**config.mk**
```make
export PLATFORM = sky130hd
export DESIGN_NAME = multicycle_controller
export DESIGN_NICKNAME = d
export VERILOG_FILES = /design/src/rtl/cpu_pkg.sv /design/src/rtl/multicycle_controller_timer.sv /design/src/rtl/multicycle_controller.sv
export SDC_FILE = /design/constraint.sdc
export NUM_CORES = 1
export LEC_CHECK = 0
export BUFFER_PORTS_ARGS = -buffer_cell sky130_fd_sc_hd__buf_4
export CORE_MARGIN = 5
export CORE_UTILIZATION = 46
export DETAILED_ROUTE_END_ITERATION = 16
export GPL_ROUTABILITY_DRIVEN = 0
export MAX_ROUTING_LAYER = met4
export PLACE_DENSITY = 0.86
export SLEW_MARGIN = 20
export SYNTH_ARGS = -nofsm -noshare
export SYNTH_HDL_FRONTEND = slang
export SYNTH_SLANG_ARGS = --single-unit
export TNS_END_PERCENT = 5
```
**constraint.sdc**
```tcl
create_clock -name clk -period 1.71 [get_ports clk]
set_input_delay 0.2565 -clock clk [delete_from_list [all_inputs] [get_ports clk]]
set_output_delay 0.2565 -clock clk [all_outputs]
set_load 0.05 [all_outputs]
```
**src/rtl/cpu_pkg.sv**
```systemverilog
// Shared encodings for the 16-bit multi-cycle CPU: opcodes, ALU functions,
// controller states and datapath mux selects.
package cpu_pkg;

  typedef enum logic [3:0] {
    OP_ADD  = 4'h0,
    OP_SUB  = 4'h1,
    OP_AND  = 4'h2,
    OP_OR   = 4'h3,
    OP_ADDI = 4'h4,
    OP_LW   = 4'h5,
    OP_SW   = 4'h6,
    OP_BEQ  = 4'h7,
    OP_J    = 4'h8,
    OP_HALT = 4'hF
  } opcode_e;

  typedef enum logic [2:0] {
    ALU_ADD = 3'd0,
    ALU_SUB = 3'd1,
    ALU_AND = 3'd2,
    ALU_OR  = 3'd3
  } alu_op_e;

  typedef enum logic [2:0] {
    S_FETCH  = 3'd0,
    S_DECODE = 3'd1,
    S_EXEC   = 3'd2,
    S_MEM    = 3'd3,
    S_WB     = 3'd4,
    S_HALT   = 3'd5
  } state_e;

  localparam logic [1:0] PC_SRC_PLUS1  = 2'd0;
  localparam logic [1:0] PC_SRC_BRANCH = 2'd1;
  localparam logic [1:0] PC_SRC_JUMP   = 2'd2;

  localparam logic [1:0] ALU_B_RT  = 2'd0;
  localparam logic [1:0] ALU_B_IMM = 2'd1;
  localparam logic [1:0] ALU_B_ONE = 2'd2;

  // Codes 9..E are unassigned and trap to HALT.
  function automatic logic is_legal(input logic [3:0] op);
    return (op <= 4'h8) || (op == 4'hF);
  endfunction

  // R-type opcodes 0..3 carry the ALU function in their low two bits.
  function automatic alu_op_e rtype_alu_op(input logic [3:0] op);
    case (op[1:0])
      2'd0:    return ALU_ADD;
      2'd1:    return ALU_SUB;
      2'd2:    return ALU_AND;
      default: return ALU_OR;
    endcase
  endfunction

endpackage

```
**src/rtl/multicycle_controller_timer.sv**
```systemverilog
// Memory wait timer: counts cycles a request waits for mem_ready and flags the
// last permitted waiting cycle. MEM_TIMEOUT = 0 disables the guard.
module mem_wait_timer #(
  parameter int unsigned MEM_TIMEOUT = 15
) (
  input  logic clk,
  input  logic reset,
  input  logic clear,
  input  logic en,
  output logic expired
);

  localparam int unsigned CW = (MEM_TIMEOUT > 1) ? $clog2(MEM_TIMEOUT) : 1;
  localparam logic [CW-1:0] LAST = CW'((MEM_TIMEOUT > 0) ? MEM_TIMEOUT - 1 : 0);

  logic [CW-1:0] count;

  // expired marks the MEM_TIMEOUT-th waiting cycle; a mem_ready in that same
  // cycle still completes the access because the FSM checks ready first.
  assign expired = (MEM_TIMEOUT != 0) && (count == LAST);

  always_ff @(posedge clk) begin
    if (reset || clear) begin
      count <= '0;
    end else if (en && !expired) begin
      count <= count + 1'b1;
    end
  end

endmodule

```
**src/rtl/multicycle_controller.sv**
```systemverilog
// Multi-cycle control FSM: sequences FETCH/DECODE/EXEC/MEM/WB and drives every
// datapath strobe and mux select, with a guarded req/ready memory handshake.
module multicycle_controller
  import cpu_pkg::*;
#(
  parameter int unsigned MEM_TIMEOUT = 15,
  parameter int unsigned RETIRE_W    = 16
) (
  input  logic                clk,
  input  logic                reset,
  input  logic [3:0]          instr_opcode,
  input  logic                alu_zero,
  input  logic                mem_ready,
  output logic                mem_req,
  output logic                mem_we,
  output logic                mem_addr_src,
  output logic                ir_write,
  output logic                pc_write,
  output logic [1:0]          pc_src,
  output logic [1:0]          alu_src_b,
  output logic [2:0]          alu_op,
  output logic                reg_write,
  output logic                wb_src,
  output logic                halted,
  output logic                illegal_op,
  output logic                bus_error,
  output logic [RETIRE_W-1:0] retired,
  output logic [2:0]          state_dbg
);

  state_e state;
  state_e state_next;
  logic   waiting;
  logic   timer_expired;
  logic   retire;
  logic   set_illegal;
  logic   set_bus_error;

  // Handshake: mem_req is high for the whole of FETCH and MEM; an access
  // completes on the first cycle mem_ready is sampled high while mem_req is
  // high. mem_ready in any other state is ignored.
  assign waiting = (state == S_FETCH) || (state == S_MEM);

  mem_wait_timer #(
    .MEM_TIMEOUT(MEM_TIMEOUT)
  ) u_timer (
    .clk    (clk),
    .reset  (reset),
    .clear  (!waiting || mem_ready),
    .en     (waiting && !mem_ready),
    .expired(timer_expired)
  );

  always_ff @(posedge clk) begin
    if (reset) begin
      state <= S_FETCH;
    end else begin
      state <= state_next;
    end
  end

  always_ff @(posedge clk) begin
    if (reset) begin
      retired    <= '0;
      illegal_op <= 1'b0;
      bus_error  <= 1'b0;
    end else begin
      if (retire)        retired    <= retired + 1'b1;
      if (set_illegal)   illegal_op <= 1'b1;
      if (set_bus_error) bus_error  <= 1'b1;
    end
  end

  always_comb begin
    state_next    = state;
    retire        = 1'b0;
    set_illegal   = 1'b0;
    set_bus_error = 1'b0;
    case (state)
      S_FETCH: begin
        if (mem_ready) begin
          state_next = S_DECODE;
        end else if (timer_expired) begin
          state_next    = S_HALT;
          set_bus_error = 1'b1;
        end
      end
      S_DECODE: begin
        if (instr_opcode == OP_HALT) begin
          state_next = S_HALT;
        end else if (instr_opcode == OP_J) begin
          state_next = S_FETCH;
          retire     = 1'b1;
        end else if (!is_legal(instr_opcode)) begin
          state_next  = S_HALT;
          set_illegal = 1'b1;
        end else begin
          state_next = S_EXEC;
        end
      end
      S_EXEC: begin
        if (instr_opcode == OP_LW || instr_opcode == OP_SW) begin
          state_next = S_MEM;
        end else if (instr_opcode == OP_BEQ) begin
          state_next = S_FETCH;
          retire     = 1'b1;
        end else begin
          state_next = S_WB;
        end
      end
      S_MEM: begin
        if (mem_ready) begin
          if (instr_opcode == OP_SW) begin
            state_next = S_FETCH;
            retire     = 1'b1;
          end else begin
            state_next = S_WB;
          end
        end else if (timer_expired) begin
          state_next    = S_HALT;
          set_bus_error = 1'b1;
        end
      end
      S_WB: begin
        state_next = S_FETCH;
        retire     = 1'b1;
      end
      S_HALT:  state_next = S_HALT;
      default: state_next = S_FETCH;
    endcase
  end

  always_comb begin
    mem_req      = 1'b0;
    mem_we       = 1'b0;
    mem_addr_src = 1'b0;
    ir_write     = 1'b0;
    pc_write     = 1'b0;
    pc_src       = PC_SRC_PLUS1;
    alu_src_b    = ALU_B_RT;
    alu_op       = ALU_ADD;
    reg_write    = 1'b0;
    wb_src       = 1'b0;
    case (state)
      S_FETCH: begin
        mem_req   = 1'b1;
        alu_src_b = ALU_B_ONE;
        ir_write  = mem_ready;
        pc_write  = mem_ready;
      end
      S_DECODE: begin
        if (instr_opcode == OP_J) begin
          pc_write = 1'b1;
          pc_src   = PC_SRC_JUMP;
        end
      end
      S_EXEC: begin
        if (instr_opcode <= OP_OR) begin
          alu_src_b = ALU_B_RT;
          alu_op    = rtype_alu_op(instr_opcode);
        end else if (instr_opcode == OP_BEQ) begin
          alu_src_b = ALU_B_RT;
          alu_op    = ALU_SUB;
          pc_src    = PC_SRC_BRANCH;
          pc_write  = alu_zero;
        end else begin
          alu_src_b = ALU_B_IMM;
          alu_op    = ALU_ADD;
        end
      end
      S_MEM: begin
        mem_req      = 1'b1;
        mem_addr_src = 1'b1;
        mem_we       = (instr_opcode == OP_SW);
      end
      S_WB: begin
        reg_write = 1'b1;
        wb_src    = (instr_opcode == OP_LW);
      end
      default: ;
    endcase
    // Nothing may strobe while reset is held, even though state reads FETCH.
    if (reset) begin
      mem_req   = 1'b0;
      mem_we    = 1'b0;
      ir_write  = 1'b0;
      pc_write  = 1'b0;
      reg_write = 1'b0;
    end
  end

  assign halted    = (state == S_HALT);
  assign state_dbg = state;

endmodule
```
# Word level (Yosys, flattened, before mapping)
# Index checks and enable logic that the tools add are counted.
# word_totals
ff_bits,25
output_inout_bits,36
word_cells,84
# classes
addsub,2
order_cmp,2
n_eq_ne,13
mux,49
reduce_logical,13
# ops
cell,count
$mux 3,11
$mux 1,31
$add 16x1->16 const B,1
$pmux 3 s5,1
$eq 4x3->1 const B,3
$eq 4x4->1 const B,3
$pmux 2 s2,2
$eq 3x2->1 const B,2
$eq 3x3->1 const B,2
$pmux 2 s3,1
$logic_or 1x1->1,5
$add 4x1->4 const B,1
$le 4x2->1 const B,1
$le 4x4->1 const B,1
$pmux 1 s4,1
$eq 3x1->1 const B,1
$logic_not 1->1,3
$logic_not 3->1,1
$pmux 1 s3,1
$eq 2x1->1 const B,1
$eq 2x2->1 const B,1
$logic_and 1x1->1,2
$logic_not 2->1,1
$mux 2,1
$reduce_or 2->1,1

# Logic depth before layout (Yosys ltp)
# Gate-level depths: netlist of run 1.
# logic_depth
word_depth,6
depth_mapped,8
depth_no_buf,7

# Hierarchy
# From an unflattened synthesis of run 1, not the netlist that was laid out.
# hier_totals
cells_unflattened,192
hier_area_um2,1541.5
# modules_own_cells
mod,n_inst,cells_per_inst,area_per_inst_um2,seq_area_each_um2
multicycle_controller,1,168,1325.0,420.4
mem_wait_timer,1,24,216.5,80.1

# Worst setup path after synthesis of run 1
# OpenSTA, ideal clock, no wires.
# synth_path
path_type,register -> output
start,"register state[1], in the netlist state_dbg[1]"
end,output pc_write
arrival_ns,4.314
slack_ns,-2.861
path_stages_with_launch,5
n_path_buf,0
cell_sequence,dfxtp_1 nand2b_4 nor4_4 a221oi_1 a2111oi_0
# synth_between
elab_chain_cells,3
elab_cells_between_ends,5
# synth_lines
item,line,rtl
start: declaration,multicycle_controller.sv:31,state_e state;
start signal: assignment,multicycle_controller.sv:58,state <= state_next;
$eq 3x2->1 (tied with other cells),multicycle_controller.sv:144,case (state)
$pmux 1 s3 *,multicycle_controller.sv:144,
$mux 1 *,multicycle_controller.sv:183,if (reset) begin
end: declaration,multicycle_controller.sv:18,"output logic pc_write,"
# Every way passes the cells marked *; elsewhere a longest branch is shown, timed or not.

# Worst setup path in the final report of run 1
# layout_path
start,"register state[2], in the netlist state_dbg[2]"
end,output pc_write
# Same word-level chain as after synthesis.

==> metrics.txt, run 1 <==
worst endpoint required time=1.45 ns; final slew viol count=0; drc violations=0; compound-cell area share of the yosys netlist=21.4%; fin crit period=1.98 ns; Synth Warn #=0; pwr/cell area=between 500 and 600 mW/mm²; clock-pin slew on the worst setup and hold paths=roughly 0.14 ns; Synth area leaders=dfxtp_1 34%, a21oi_1 5.1%, o21ai_0 4.1%, nor2_1 3.8%, or3_1 3.8%; DP Worst Slack=-0.203 ns; register area share after synthesis=34.0%; status=finished, violations left; commonest non-fill, non-tap cell in the layout=buf_4; overall routing resource usage=22.9%; io pins=44; total power=between 0.001 and 0.0015 W; crit path launch type=register; most frequent cells in the layout=63 x buf_4, 22 x dfxtp_1, 14 x nor2_1, 14 x buf_6, 12 x a21oi_1; Mapped Avg Cell Area=8.08 µm²; worst-path maximum fanout=5; crit end category=primary output; Root Buffer=clkbuf_4; Max Clock Freq=504 MHz; final setup vio count=29; number of synthesized flops with an enable pin=0; largest net degree at the start of global routing=25; failing checks=setup timing; final setup TNS=-3.51 ns; cells after synthesis=182; Leakage=0.955 nW; die height=66.6 µm; DRT iter0 DRCs=between 90 and 100; Routed Antenna Nets=0; maximum VDD drop=384 µV; register bit total from synthesis=25; Initial Utilization=48.2%; synthesized area=0.00147 mm²; global-route wire length before repair=7.56 mm; clock sinks=25; Synth Area in Adders=under 10%; IO Port Bufs=42; M3 GR Usage=4.05%; Yosys top cell by area=dfxtp_1; layout cell share with drive strength beyond 1=between 40% and 50%; Synth async-reset ratio=0%; mux share of post-synthesis cell area=less than 1%; Post-synth top flop=dfxtp_1; GR peak layer=met2; Hold Crit Class=in -> reg; Worst Skew=between 0.002 and 0.003 ns; synth unique cells=48; GR Layer Usage met2=42.5%; Syn Nets=193; WL final=4.89 mm; dpl hpwl=3.01 mm; max-cap violations=0; post-layout util=around 77%; Final period util=116%; post-synthesis xor/xnor area fraction=3.57%; ANT cells=0; DR vias/cell=5.74; worst setup path class=reg -> out; chip width=66.6 µm; TritonCTS clock tree=built; simple-gate share of the synthesized area=31.6%; vias in the first global route=between 1500 and 2000; CP Data Arrival Time=around 1.7 ns; final hold violation count=0; routed vias=1729; GR Overflow Total=0; Pre-Repair DR Iteration Count=4; RSZ-0062 raised after global routing=yes; top-area cell type share of the netlist area=34.0%; Global Route met1 Usage=22.3%; Core Area=roughly 0.003 mm²; Area growth, synth to finish=59.6%; Rows=20; layout net count=269; htree depth=1; CTS Hold Buffers Added=0; largest family of logic cells by synthesized area=simple AND/OR/NAND/NOR gates; total CTS buffers=3; worst setup margin=-0.275 ns; worst skew pair latency=0.34 ns; initial antenna violation count=0; DIE AREA=0.00443 mm²; per-cell routed wire length=16.2 µm; clock buffer depth=2
-- stage by stage --
stage	cells	hold WS (ns)	area (µm²)
floorplan	182	0.436	1520
global placement	289	0.454	2070
detailed placement	289	0.477	2070
CTS	301	0.271	2260
global route	301	0.280	2350
finish	301	0.290	2350
-- synth_stat cells (all sizes together) (2+ instances only) --
cell,count
a21boi,2
a21oi,15
a221oi,2
and2,2
and3,2
buf,6
clkbuf,4
dfxtp,25
ha,3
inv,9
nand2,8
nand2b,4
nand3,6
nand4,5
nor2,15
nor2b,2
nor3,8
nor4,4
o21a,2
o21ai,12
o31ai,7
or2,2
or3,9
or4,5
xnor2,2
xor2,4
-- state kept, by name (all words and copies together) (netlist names) --
signal,cells
illegal_op,1
state_dbg,3
u_timer.count,4
bus_error,1
retired,16
-- what timing repair did --
item,4_1_cts,5_1_grt
pin swaps,20,4
endpoints found under the setup margin,26,34
gates resized for setup,30,20
buffers inserted,8,0
-- layer usage --
| layer | routed length, µm | vias up | part of all wire [%] |
|---|---|---|---|
| li1 | - | 815 | - |
| met3 | 269 | 22 | 5.5 |
| met4 | 180 | 0 | 3.7 |
| met5 | 0 | - | 0 |
| met2 | 2610 | 73 | 53 |
| met1 | 1830 | 819 | 37 |
-- report_power, final --
group	switching (W)	total, W	internal [W]
Combinational	0.000265	0.000468	0.000203
Clock	0.000193	0.000281	0.0000882
Sequential	0.0000159	0.000610	0.000594
-- cells by family after synthesis --
kind of cell             after synthesis
buffers and inverters                 19
XOR/XNOR                               6
adder cells (fa/ha/maj)                3
AND/OR/NAND/NOR                       79
multiplexers                           1
other                                  1
flip-flops                            25
AO/OA/AOI/OAI                         48
-- worst max-delay path, stage by stage (launching register included) --
cell	delay, ns
dfxtp_4	0.39
or3_4	0.42
inv_4	0.07
a221oi_2	0.07
a2111oi_4	0.23
buf_6	0.21
-- layout make-up --
class | instances | area, µm²
tap | 44 | 55.1
inverter | 9 | 36.3
sequential | 25 | 512
timing repair buffer | 81 | 691
multi-input combinational | 138 | 1030
fill | 212 | 704
clock inverter | 1 | 5.00
clock buffer | 3 | 22.5
-- final timing paths --
kind	startpoint	to	slack (ns)	depth (start not counted)
worst min-delay path	instr_opcode[2]	illegal_op	0.29	4
worst max register to register	state_dbg[2]	retired[10]	-0.26	9
worst min register to register	retired[15]	retired[15]	0.50	2
worst max-delay path	state_dbg[2]	pc_write	-0.27	5
Power figures use the tool's default switching activity.
==> run 2, diff against run 1 <==
BUFFER_PORTS_ARGS = -buffer_cell sky130_fd_sc_hd__buf_2   (was -buffer_cell sky130_fd_sc_hd__buf_4)
SETUP_SLACK_MARGIN = 0.15   (was not set)
==> metrics.txt, run 2 (synthesized netlist as in run 1, its figures left out) <==
Routed Antenna Nets=0; Placed Cells=290; total power=0.00130 W; Core Area=about 0.0031 mm²; Hold Crit Class=in -> reg; M1 WL=1.77 mm; io pins=44; met3 WL=276 µm; Top Metal Used=met4; crit path buf inv count=2; layout cell share with drive strength beyond 1=44.7%; clock sinks=25; RSZ-0062 raised after global routing=yes; Final period util=114%; Worst Max-Slew Pin Slew=0.596 ns; Root Buffer=clkbuf_4; DRT iter0 DRCs=91; Rows=20; Max Clock Freq=about 510 MHz; Area growth, synth to finish=51.0%; ANT cells=0; DR vias/cell=5.52; GR Overflow Total=0; fin crit period=between 1.5 and 2 ns; worst-path maximum fanout=5; clock buffer depth=2; TritonCTS clock tree=built; chip width=66.6 µm; FF-to-FF Start=state_dbg[1]; CP delay by family, top=simple AND/OR/NAND/NOR gates; Cell Count, Final, Fillers Out=297; worst endpoint required time=1.45 ns; maximum VDD drop=409 µV; htree depth=1; routed vias=1640; max-cap violations=0; Pre-Repair DR Iteration Count=4; pwr/cell area=586 mW/mm²; overall routing resource usage=20.9%; Critical Path Source=state_dbg[2]; Worst Skew=between 0.004 and 0.005 ns; final slew viol count=0; Routed met2 length=~2.3 mm; crit-path cells=or3_4, inv_4, a221oi_2, a2111oi_4, buf_6; Largest register FFs=16; worst setup path class=reg -> out; largest net degree at the start of global routing=21; global-route wire length before repair=about 7 mm; worst setup margin=-0.235 ns; CP max stage delay=0.41 ns; DP Worst Slack=-0.208 ns; final setup vio count=26; Leakage=between 0.9 and 1 nW; status=finished, violations left; initial antenna violation count=0; vias in the first global route=1652; DIE AREA=0.00443 mm²; failing checks=setup timing; crit end category=primary output; Worst Hold Slack=0.195 ns; most frequent cells in the layout=35 x buf_4, 28 x buf_2, 22 x dfxtp_1, 14 x nor2_1, 13 x a21oi_1; CP Data Arrival Time=1.69 ns; Largest Register=retired; CP max-delay cell=or3_4; total CTS buffers=3; final hold violation count=0; IO Port Bufs=42; CTS Hold Buffers Added=0; max_slew headroom=60.2%; clock-pin slew on the worst setup and hold paths=0.14 ns; dpl hpwl=3.08 mm; Initial Utilization=48.2%; commonest non-fill, non-tap cell in the layout=buf_4; worst skew pair latency=0.31 ns; drc violations=0; final setup TNS=-2.73 ns; die height=66.6 µm; layout net count=265; crit path launch type=register; WL final=4.44 mm; per-cell routed wire length=around 15 µm; Min-Delay Startpoint=reset
-- run 2: cell types whose count changed in the layout (fill, tap and decap cells not counted), moves of 2 or more --
cell     delta
nor3_4      -2
o21ai_1     +2
buf_6       -6
buf_2      +28
nor3_2      +2
buf_4      -28
-- run 2: what timing repair did --
| action | CTS | global route |
|---|---|---|
| gates cloned | 0 | 0 |
| setup buffers | 3 | 0 |
| setup endpoints to repair | 33 | 36 |
| endpoints found under the hold margin | 0 | 0 |
| pin swaps | 14 | 2 |
| resized for setup | 39 | 18 |
-- run 2: stage by stage --
step                      util, %  cell area, µm²
final                        72.8            2220
after global placement       64.5            1970
after detailed placement     64.5            1970
after CTS                    70.5            2150
after floorplan                 -            1520
after global routing         72.8            2220
-- run 2: path summary, 6_finish.rpt --
check               end  slack [ns]  depth (start not counted)
min reg2reg  illegal_op        0.50                          2
max reg2reg  retired[2]       -0.18                          6
max            pc_write       -0.23                          5
min          illegal_op        0.20                          2
-- run 2: metal layers --
metal	global-route usage, %	vias up
li1	-	809
met1	22.4	771
met2	39.0	54
met3	4.22	6
met4	4.82	0
met5	-	-
-- run 2: cell type report --
cell class              count  area, µm²
multi-input cells         138       1000
fillers                   242        831
repair buffers             77        588
flip-flops and latches     25        512
well taps                  44       55.1
inverters                   9       36.3
clock buffers               4       26.3
-- run 2: where the power goes --
group / internal [W] / switching [W]
Clock: 0.0000911 / 0.000173
Combinational: 0.000178 / 0.000252
Sequential: 0.000594 / 0.0000152
==> run 3, diff against run 2 <==
CELL_PAD_IN_SITES_DETAIL_PLACEMENT = 0   (was not set)
CELL_PAD_IN_SITES_GLOBAL_PLACEMENT = 1   (was not set)
CORE_UTILIZATION = 33   (was 46)
==> metrics.txt, run 3 (synthesized netlist as in run 1, its figures left out) <==
area post-placement=between 0.002 and 0.0025 mm²; Max Clock Freq=529 MHz; Leakage=between 0.9 and 1 nW; maximum VDD drop=364 µV; FF-to-FF Start=state_dbg[2]; pwr/cell area=roughly 600 mW/mm²; R2R depth=7; clock buffer depth=2; worst setup margin=-0.181 ns; clock-pin slew on the worst setup and hold paths=approximately 0.1 ns; layout cell share with drive strength beyond 1=45.2%; total CTS buffers=3; Routed Antenna Nets=0; flop-to-flop setup slack=-0.13 ns; DRT iter0 DRCs=79; DR vias/cell=5.34; status=finished, violations left; Root Buffer=clkbuf_8; GR Overflow Total=0; largest net degree at the start of global routing=21; Cell Count, Final, Fillers Out=311; WHS Path Cells=4; Worst Hold End=illegal_op; worst endpoint required time=1.45 ns; failing checks=setup timing; R2R Path End=retired[8]; Min-Delay Startpoint=instr_opcode[0]; worst-path maximum fanout=6; die height=76.8 µm; Largest register FFs=16; TritonCTS clock tree=built; total net switching power=0.000459 W; Initial Utilization=33.8%; sequential share of power=43.7%; Logic pwr share=29.8%; global-route wire length before repair=7.19 mm; CP max stage delay=roughly 0.38 ns; io pins=44; Clock power frac=26.5%; Final period util=111%; htree depth=1; crit path launch type=register; per-cell routed wire length=13.9 µm; RSZ-0062 raised after global routing=yes; final slew viol count=0; Pre-Repair DR Iteration Count=4; vias in the first global route=1616; CP Data Arrival Time=1.63 ns; final setup vio count=16; overall routing resource usage=14.8%; DIE AREA=0.00589 mm²; crit-path cells=nand4bb_1, and2b_2, a221oi_2, a2111oi_4, buf_6; area of the multi-input gates=0.00101 mm²; crit end category=primary output; fillcell total=383; Hold Crit Class=in -> reg; post-layout util=a little over half; Rows=24; Levels on crit path=5; commonest non-fill, non-tap cell in the layout=buf_4; crit path buf inv count=1; switching part of the total=between 30 and 40%; Worst Hold Slack=0.378 ns; IO Port Bufs=42; drc violations=0; max-cap violations=0; dpl hpwl=3.18 mm; WL final=4.33 mm; chip width=76.8 µm; worst setup path class=reg -> out; routed vias=1660; most frequent cells in the layout=38 x buf_4, 28 x buf_2, 22 x dfxtp_1, 15 x nor2_1, 13 x buf_6; layout net count=271; worst skew pair latency=0.27 ns; clock sinks=25; final hold violation count=0; fin crit period=approximately 1.9 ns; final instance area=0.00230 mm²; Largest Register=retired; CP max-delay cell=dfxtp_4; CP delay by family, top=simple AND/OR/NAND/NOR gates; Core Area=0.00435 mm²; ANT cells=0; Placed Cells=302; Worst Skew=0.00550 ns; Pint=around 0.00093 W; initial antenna violation count=0; register area=512 µm²; Area growth, synth to finish=56.2%
-- run 3: metal layers --
| layer | vias to the layer above | GRT usage (%) | part of all wire, % |
|---|---|---|---|
| met5 | - | - | 0 |
| met4 | 0 | 4.55 | 0.88 |
| met3 | 5 | 3.40 | 5.2 |
| met2 | 52 | 25.2 | 51 |
| met1 | 783 | 17.2 | 43 |
| li1 | 820 | - | - |
-- run 3: worst min-delay path, delay by kind of cell --
| family | cells | cell delay, ns |
|---|---|---|
| simple gates | 2 | 0.16 |
| buf+inv | 1 | 0.14 |
| compound gates | 1 | 0.06 |
-- run 3: final cells by class --
type | count | area share [%]
clock buffer | 3 | 1.80
clock inverter | 1 | 0.327
inverter | 9 | 1.47
multi-input combinational | 138 | 43.8
sequential | 25 | 22.3
tap | 52 | 2.83
timing repair buffer | 83 | 27.5
-- run 3: worst max path at each step --
| stage | start | to |
|---|---|---|
| floorplan | state_dbg[0] | pc_write |
| global placement | instr_opcode[1] | retired[12] |
| detailed placement | instr_opcode[0] | retired[14] |
| CTS | state_dbg[0] | pc_write |
| global route | state_dbg[1] | pc_write |
| finish | state_dbg[2] | pc_write |
-- run 3: power by group through the flow --
stage	clock, W	combinational (W)	sequential (W)
floorplan	0	0.000203	0.000649
global placement	0	0.000351	0.000622
detailed placement	0	0.000356	0.000622
CTS	0.000377	0.000395	0.000608
global route	0.000403	0.000440	0.000612
finish	0.000369	0.000415	0.000608
-- run 3: stage by stage --
stage,worst slack [ns],TNS (ns),total power (W)
global route,-0.267,-2.81,0.00145
CTS,-0.165,-0.663,0.00138
detailed placement,-0.251,-2.96,0.000978
global placement,-0.213,-2.64,0.000972
finish,-0.181,-1.05,0.00139
floorplan,-0.830,-13.29,0.000852
-- run 3: repair_timing --
| item | 4_1_cts | 5_1_grt |
|---|---|---|
| pin swaps | 26 | 4 |
| buffers inserted | 5 | 0 |
| hold buffers | 0 | 0 |
| setup endpoints to repair | 33 | 35 |
| gates resized for setup | 43 | 13 |
